[src/rtl/i2c_pkg.sv]
// Purpose : constants shared by the I2C datapath and its controller.
// Latency : n/a (declarations only).
// Backpressure: n/a.
// Contents: frame geometry, ACK slot positions, bit counter width,
//           frame type and the frame-building helper.
package i2c_pkg;

  localparam int FRAME_LEN  = 27;
  localparam int ACK_POS1   = 8;
  localparam int ACK_POS2   = 17;
  localparam int ACK_POS3   = 26;
  localparam int BITCOUNT_W = 5;

  typedef logic [FRAME_LEN-1:0] frame_t;

  // Lays out {byte2, ACK1, byte1, ACK2, byte0, ACK3}; ACK slots are 1 so
  // the controller releases SDA and the slave can drive its acknowledge.
  function automatic frame_t build_frame(input logic [23:0] payload);
    return {payload[23:16], 1'b1, payload[15:8], 1'b1, payload[7:0], 1'b1};
  endfunction

endpackage

[src/rtl/i2c_bitcount.sv]
// Purpose : bit-position counter with clear and enable, wraps at 2^W-1.
// Latency : count updates on the CLK edge after clr/en.
// Backpressure: none; en simply holds the count when low.
// Ports   : CLK, rst (sync, active-high), clr (to 0, beats en), en (+1),
//           count (current value).
module i2c_bitcount
  import i2c_pkg::*;
(
  input  logic                  CLK,
  input  logic                  rst,
  input  logic                  clr,
  input  logic                  en,
  output logic [BITCOUNT_W-1:0] count
);

  logic [BITCOUNT_W-1:0] count_q, count_d;

  always_comb begin
    count_d = count_q;
    if (clr) begin
      count_d = '0;
    end else if (en) begin
      count_d = count_q + 1'b1;
    end
  end

  always_ff @(posedge CLK) begin
    if (rst) begin
      count_q <= '0;
    end else begin
      count_q <= count_d;
    end
  end

  assign count = count_q;

endmodule

[src/rtl/i2c_datapath.sv]
// Purpose : I2C write-frame datapath: 27-bit shift register, ACK capture,
//           frame status and completed-frame counter.
// Latency : LDEN -> first serial bit 1 cycle; rstACK -> done 1 cycle.
// Backpressure: none; sequencing is owned by the external controller.
// Ports   : CLK/reset; data_in + LDEN load a frame; SHEN/bitcountEN shift;
//           rstbitcount clears position; ldnACK1..3 capture SDA_in;
//           rstACK closes a frame; outputs bitcount, sda_oe, ack_status,
//           nack_err, done, xfer_cnt.
module i2c_datapath
  import i2c_pkg::*;
#(
  parameter int CNT_W = 8
) (
  input  logic                  CLK,
  input  logic                  reset,
  input  logic [23:0]           data_in,
  input  logic                  LDEN,
  input  logic                  SHEN,
  input  logic                  bitcountEN,
  input  logic                  rstbitcount,
  input  logic                  ldnACK1,
  input  logic                  ldnACK2,
  input  logic                  ldnACK3,
  input  logic                  rstACK,
  input  logic                  SDO,
  input  logic                  SDA_in,
  output logic [BITCOUNT_W-1:0] bitcount,
  output logic                  sda_oe,
  output logic [2:0]            ack_status,
  output logic                  nack_err,
  output logic                  done,
  output logic [CNT_W-1:0]      xfer_cnt
);

  frame_t           shreg_q, shreg_d;
  logic [2:0]       ack_q, ack_d;         // {a1,a2,a3}
  logic [2:0]       ack_status_q, ack_status_d;
  logic             done_q, done_d;
  logic [CNT_W-1:0] xfer_cnt_q, xfer_cnt_d;
  logic             serial_bit;

  i2c_bitcount u_bitcount (
    .CLK   (CLK),
    .rst   (reset),
    .clr   (rstbitcount | LDEN),
    .en    (bitcountEN),
    .count (bitcount)
  );

  always_comb begin
    shreg_d = shreg_q;
    if (LDEN) begin
      shreg_d = build_frame(data_in);
    end else if (SHEN && bitcountEN) begin
      shreg_d = {shreg_q[FRAME_LEN-2:0], 1'b1};
    end
  end

  // A capture strobe wins over a reload in the same cycle so a slave ACK
  // coinciding with the next frame's load is not lost.
  always_comb begin
    ack_d = ack_q;
    if (LDEN) ack_d = 3'b111;
    if (ldnACK1) ack_d[2] = SDA_in;
    if (ldnACK2) ack_d[1] = SDA_in;
    if (ldnACK3) ack_d[0] = SDA_in;
  end

  always_comb begin
    ack_status_d = ack_status_q;
    xfer_cnt_d   = xfer_cnt_q;
    done_d       = rstACK;
    if (rstACK) begin
      ack_status_d = ack_q;
      xfer_cnt_d   = xfer_cnt_q + 1'b1;
    end
  end

  always_ff @(posedge CLK) begin
    if (reset) begin
      shreg_q      <= '1;
      ack_q        <= 3'b111;
      ack_status_q <= 3'b000;
      done_q       <= 1'b0;
      xfer_cnt_q   <= '0;
    end else begin
      shreg_q      <= shreg_d;
      ack_q        <= ack_d;
      ack_status_q <= ack_status_d;
      done_q       <= done_d;
      xfer_cnt_q   <= xfer_cnt_d;
    end
  end

  assign serial_bit = SHEN ? shreg_q[FRAME_LEN-1] : SDO;
  // Open-drain: drive low only for a 0 bit, and never while in reset.
  assign sda_oe     = reset ? 1'b0 : ~serial_bit;
  assign ack_status = ack_status_q;
  assign nack_err   = |ack_status_q;
  assign done       = done_q;
  assign xfer_cnt   = xfer_cnt_q;

endmodule

[config.mk]
export PLATFORM = sky130hd
export DESIGN_NAME = i2c_datapath
export DESIGN_NICKNAME = d
export VERILOG_FILES = /design/src/rtl/i2c_pkg.sv /design/src/rtl/i2c_bitcount.sv /design/src/rtl/i2c_datapath.sv
export SDC_FILE = /design/constraint.sdc
export NUM_CORES = 1
export LEC_CHECK = 0
export ABC_AREA = 1
export ABC_CLOCK_PERIOD_IN_PS = 1300
export CORE_ASPECT_RATIO = 0.9
export CORE_MARGIN = 2
export CORE_UTILIZATION = 40
export CTS_BUF_LIST = sky130_fd_sc_hd__clkbuf_8
export CTS_CLUSTER_DIAMETER = 60
export CTS_CLUSTER_SIZE = 24
export DETAILED_ROUTE_END_ITERATION = 10
export HOLD_SLACK_MARGIN = 0.02
export PLACE_DENSITY = 0.72
export SETUP_SLACK_MARGIN = 0.2
export SLEW_MARGIN = 40
export SYNTH_ARGS = -nofsm -noshare
export SYNTH_HDL_FRONTEND = slang
export SYNTH_SLANG_ARGS = --single-unit
export TNS_END_PERCENT = 50
[constraint.sdc]
create_clock -name CLK -period 1.3 [get_ports CLK]
set_clock_uncertainty 0.15 [all_clocks]
set_input_delay 0.195 -clock CLK [delete_from_list [all_inputs] [get_ports CLK]]
set_output_delay 0.195 -clock CLK [all_outputs]
set_load 0.01 [all_outputs]
==> run_results.csv <==
group,metric,value,unit
finish,num-fill-cells,350,
finish,drive_gt1_frac,0.404,
synth,syn_area,1880,µm²
clock_network,clkTransAtPathRegs,0.08,ns
die,die-width,76.2,µm
clock_network,root_buffer,"clkbuf_8",
synth,synth_area_leaders,"dfxtp_1 (49%), a22oi_1 (9.2%), nand2_1 (9.0%), nand3_1 (8.3%), nor2_1 (5.4%)",
route,initialDrtViolationCount,124,
synth,yosysWarnings,0,
status,status,"complete, but fails checks",
clock_network,ctsLongestPathBuffers,2,
worst_setup_path,crit_fanout,2,
clock_network,clk_latency,0.30,ns
synth,yosysSeqAreaShare,0.490,
finish,fin_nets,359,
sta,worst_slack,-0.149,ns
status,violations,"setup timing",
route,antenna_left,0,
global_routing,grtUsageTotal,0.202,
sta,setup_viol,3,
route,drc_errors,0,
worst_setup_path,cp-end-kind,"primary output",
sta,tightest_slew,0.346,ns
die,die_area,5260,µm²
sta,hold_viol,0,
sta,finalCritPeriodShare,1.11,
placed_design,gp_congestion,0.730,
finish,fin_area,3160,µm²
flow_run,cap_violations,0,
die,rows,23,
synth,synth_nets,267,
sta,rsz0062_at_grt,"true",
sta,max_slew_margin,0.769,
synth,syn_area_per_cell,8.20,µm²
worst_setup_path,crit_type,"flop to primary output",
route,wirelength,5.65,mm
route,num_vias,1971,
global_routing,grt_pass1_wl,8.60,mm
sta,setup-tns-final,-0.215,ns
sta,final_max_slew_viol_count,0,
pwr,p_leak,0.00134,µW
worst_setup_path,worstSetupStartpointType,"flop",
route,viasPerCell,5.13,
placed_design,dp_slack,-0.633,ns
placed_design,io_buffers,54,
hold_path,hold_path_class,"primary input to flop",
clock_network,htreeDepth,2,
placed_design,placed_cell_area,2640,µm²
synth,synth_top_area_frac,0.490,
sta,fmax,690,MHz
die,ioPinCount,55,
global_routing,grt_max_degree,25,
worst_setup_path,cp_data_arrival_time,1.10,ns
clock_network,cts_sinks,46,
global_routing,antenna_found_initial,0,
synth,synthCells,229,
synth,yosysTopAreaCell,"dfxtp_1",
sta,min_period,1.45,ns
global_routing,grt_overflow_total,0,
placed_design,dpl.hpwl,3.06,mm
finish,diodes,0,
die,start_util,0.418,
pwr,max-vdd-ir-drop,0.608,mV
synth,ys_ff_latch,46,
pwr,power_density,939,nW/µm²
worst_setup_path,required,0.95,ns
die,fp.coreArea,4490,µm²
global_routing,grt_pass1_vias,1850,
route,dr.pass1.iters,4,
finish,area_growth,68.5,%
clock_network,cts_tree,"done",
die,die_h,69.0,µm
clock_network,numCtsBuffers,5,
route,wire_per_inst,14.7,µm
synth,ys_types,25,
area by class of cell:
cell class	instances	area [µm²]	share of cell area
multi-input cells	162	1060	0.336
flip-flops and latches	46	950	0.300
repair buffers	94	932	0.295
inverters	12	48.8	0.0154
well taps	62	77.6	0.0245
clock inverters	2	8.76	0.00277
clock buffers	6	82.6	0.0261
layer usage:
layer / up-vias / GRT usage / routed length [µm]
li1: 969 / - / -
met1: 944 / 0.264 / 2460
met2: 47 / 0.324 / 2900
met3: 11 / 0.0393 / 185
met4: 0 / 0.0909 / 108
met5: - / 0 / 0
where the power goes:
| part | leakage [µW] | total [µW] | switching, µW | internal, µW |
|---|---|---|---|---|
| registers | 0.000388 | 1550 | 57.9 | 1490 |
| clock network | 0.0000524 | 903 | 481 | 422 |
| logic | 0.000896 | 519 | 234 | 285 |
synthesized netlist by cell type:
cell       n
a211oi_1   1
a21oi_1    8
a22oi_1   23
buf_2      6
buf_4      5
buf_6      1
clkinv_1   1
dfxtp_1   46
ha_1       2
inv_1      8
inv_2      3
mux2i_1    1
nand2_1   45
nand2_4    1
nand3_1   31
nand4_1    1
nor2_1    27
nor2_2     1
nor2_4     4
nor3_1     2
nor3_2     1
o211ai_1   3
o21ai_0    6
o21ai_1    1
or3_1      1
state kept, by name, summed over array words and instances, names as in the netlist:
| name | flops |
|---|---|
| shreg_q | 26 |
| xfer_cnt | 8 |
| u_bitcount.count | 5 |
| ack_q | 3 |
| ack_status | 3 |
| done | 1 |
final timing paths:
| check | startpoint | end | slack, ns | cells past startpoint |
|---|---|---|---|---|
| worst max-delay path | ack_status[1] | nack_err | -0.15 | 2 |
| worst min-delay path | bitcountEN | u_bitcount.count[0] | 0.02 | 2 |
| worst max register to register | xfer_cnt[1] | xfer_cnt[6] | 0.09 | 6 |
| worst min register to register | shreg_q[8] | shreg_q[9] | 0.32 | 2 |
cells by family after synthesis:
| kind of cell | synth area share |
|---|---|
| buffers and inverters | 0.0660 |
| adder cells (fa/ha/maj) | 0.0133 |
| multiplexers | 0.00533 |
| AO/OA/AOI/OAI | 0.148 |
| flip-flops | 0.490 |
| AND/OR/NAND/NOR | 0.277 |
stage by stage:
stage | power (µW) | std cells | hold WS, ns | util
2_1_floorplan | 1780 | 229 | 0.117 | -
3_3_place_gp | 2000 | 355 | 0.295 | 0.587
3_5_place_dp | 2010 | 355 | 0.293 | 0.587
4_1_cts | 2960 | 377 | 0.221 | 0.669
5_1_grt | 3100 | 384 | 0.0205 | 0.705
6_report | 2970 | 384 | 0.0232 | 0.705
critical path, stage by stage (launching register included):
cell and delay [ns]:
dfxtp_1 0.31, or3_1 0.35, buf_2 0.14
cells in the final DEF, fill, tap and decap left out, types with 4 or more instances in the layout:
cell type	instances
inv_1	7
dfxtp_4	4
a22oi_1	17
dfxtp_2	11
buf_4	25
inv_2	4
nor2_1	21
dfxtp_1	31
nand2_1	39
clkdlybuf4s50_1	29
a22oi_2	6
o21ai_0	5
nor2_4	11
nand3_1	26
buf_2	5
clkbuf_8	6
buf_6	25
a21oi_1	6
timing repair:
action,4_1_cts,5_1_grt
gates cloned,4,0
gates resized for setup,134,39
pin swaps,19,21
buffers inserted,10,7
hold buffers,0,0
setup endpoints to repair,64,62
Note: power is estimated with default switching activity, not from simulation.
==> variant (same flow settings) <==
Change the parameter `CNT_W` from 8 to 10.
--- a/src/rtl/i2c_datapath.sv
+++ b/src/rtl/i2c_datapath.sv
@@ -9,7 +9,7 @@
 module i2c_datapath
   import i2c_pkg::*;
 #(
-  parameter int CNT_W = 8
+  parameter int CNT_W = 10
 ) (
   input  logic                  CLK,
   input  logic                  reset,
Ports: changed (resized xfer_cnt); port bits go from 55 to 57. No check against the original RTL was run, so the function may have changed too.
==> variant against the original RTL <==
Cell count rose by 7.8%; routed wire length grew 0.21%; non-clock buffer count increased by 9; hold slack improved by 0.23 ns; power grew 1.5%; final area increased by 7.9%; the run still ends with setup timing left; critical path type unchanged; sequential cell count grew 2; highest routed layer unchanged; worst setup slack is essentially flat; area after synthesis rose by 9.9%; sequential share of layout area decreased by 0.72 points; synthesized cell count is 8.7% higher.
==> variant: results (changes against the original RTL) <==
Worst Path Max Fanout: 2 (unchanged)
GRT Util Overall: 0.1877 (-0.01439)
hold_ws: 0.2483 ns (+0.2251 ns)
first-pass GRT wire length: 8528 um (-0.80%)
dpl cells: 385 (+8.5%)
hpwl dp: 3341 um (+9.3%)
Worst Slack Setup Final: -0.1491 ns (+0.000005000 ns)
Worst-Margin Slew: 0.2708 ns (-0.07537 ns)
peak supply drop: 0.5708 mV (-6.1%)
flip-flop count of the largest register after layout: 26 (unchanged)
sequential share of the synthesized area: 0.4655 (-0.02489)
Largest Register: shreg_q
CP max stage delay: 0.35 ns (about the same)
YS warnings: 0 (unchanged)
layout cells sized above 1: 0.4097 (+0.006015)
Synth area leaders: dfxtp_1 47%, nand2_1 8.7%, nand3_1 8.5%
Placed Area: 0.002864 sq mm (+8.7%)
count of cell types in the netlist: 28 (+12%)
Num CTS Buffers: 5 (unchanged)
crit path from: ack_status[2]
Avg Cell Area, Syn: 8.291 sq um (+1.1%)
diode count: 0 (unchanged)
Finish-stage setup viols: 1 (-2)
largest net degree at the start of global routing: 18 (-28%)
failing checks: setup timing
HP Start: reset
vias in the first global route: 1,850 (unchanged)
Reg2Reg Setup Slack: 0.06 ns (-0.03 ns)
DR pass1 iterations: 4 (unchanged)
Routed WL per cell: 13.68 um (-7.0%)
gpl congestion: 0.7522 (+3.1%)
outcome: finished with violations
post-synth net total: 287 (+7.5%)
via density per instance: 4.995 (-2.7%)
worst skew pair latency: 0.29 ns
LEAKAGE: 1.487 nW (+11%)
maximum clock path buffer count: 2 (unchanged)
Synth top cells by count: 48 x dfxtp_1, 48 x nand2_1, 36 x nor2_1
Initial DRC Count: 101 (-19%)
filler instances: 367 (+4.9%)
Port Buf Inserts: 56 (+3.7%)
worst hold path type: primary input to flip-flop
DRT antenna net count: 0 (unchanged)
Primary FF master, synth: dfxtp_1
WP data arrival: 1.10 ns (about the same)
Layout Cells excl Fill: 414 (+7.8%)
antenna violations before repair: 0 (unchanged)
H-tree depth: 2 (unchanged)
variant: cell count changes after synthesis, sizes merged:
| cell | unedited run | this run |
|---|---|---|
| nor2 | 32 | 39 |
| o21ai | 7 | 5 |
| inv | 11 | 12 |
| clkinv | 1 | 0 |
| clkbuf | 0 | 2 |
| nor3b | 0 | 2 |
| buf | 12 | 10 |
| nand4 | 1 | 0 |
| dfxtp | 46 | 48 |
| nand3 | 31 | 35 |
| xnor2 | 0 | 1 |
| nand2 | 46 | 52 |
| nor3 | 3 | 4 |
variant: cell families (layout without fill, tap and decap cells):
group	Yosys count	after routing	share of synthesized area
compound gates	40	40	0.1321
xor+xnor	1	1	0.004243
fa+ha+maj	2	2	0.01212
buf+inv	24	123	0.07636
flops	48	48	0.4655
mux	1	1	0.004849
simple gates	133	134	0.3048
variant: layer usage:
layer,vias up,routed length [um],track usage
met3,7,295,0.02736
met4,0,58,0.05747
met5,-,0,0
li1,1045,-,-
met2,63,2821,0.3128
met1,953,2488,0.2533
variant: final cells by class:
cell class	count	share of cell area
Clock buffer	5	0.02016
Sequential cell	48	0.2929
Inverter	12	0.01466
Clock inverter	3	0.003299
Timing Repair Buffer	103	0.3002
Multi-Input combinational cell	178	0.3449
Tap cell	65	0.02383
variant: worst paths after layout:
check / to / cells past startpoint
setup / recovery: nack_err / 2
hold / removal: xfer_cnt[4] / 3
setup reg to reg: xfer_cnt[4] / 5
hold reg to reg: shreg_q[20] / 2
variant: timing repair:
action                                  in CTS  in global routing
gates cloned                                 3                  0
endpoints found under the hold margin        0                  0
hold buffers                                 0                  0
pin swaps                                   26                 31
endpoints found under the setup margin      69                 54
resized for setup                          144                 52
buffers inserted                            14                  4
variant: worst max-delay path: cells and delay by family, from the launching register on:
kind	cells	cell delay, ns
DFF	1	0.32
buffers and inverters	1	0.14
and+or+nand+nor	1	0.35
variant: report_power, final:
part | total [mW] | leakage [nW] | internal [mW] | switching [mW]
Clock | 0.828 | 0.0482 | 0.360 | 0.468
Combinational | 0.581 | 1.03 | 0.332 | 0.249
Sequential | 1.61 | 0.406 | 1.55 | 0.0572
variant: through the flow:
step | setup WS, ns | setup TNS, ns | util
finish | -0.1491 | -0.1491 | 0.6973
global route | -0.1874 | -0.2596 | 0.6973
CTS | -0.1576 | -0.1966 | 0.6534
detailed placement | -0.5292 | -18.15 | 0.5851
global placement | -0.5165 | -17.55 | 0.5851
floorplan | 0.1868 | 0 | -
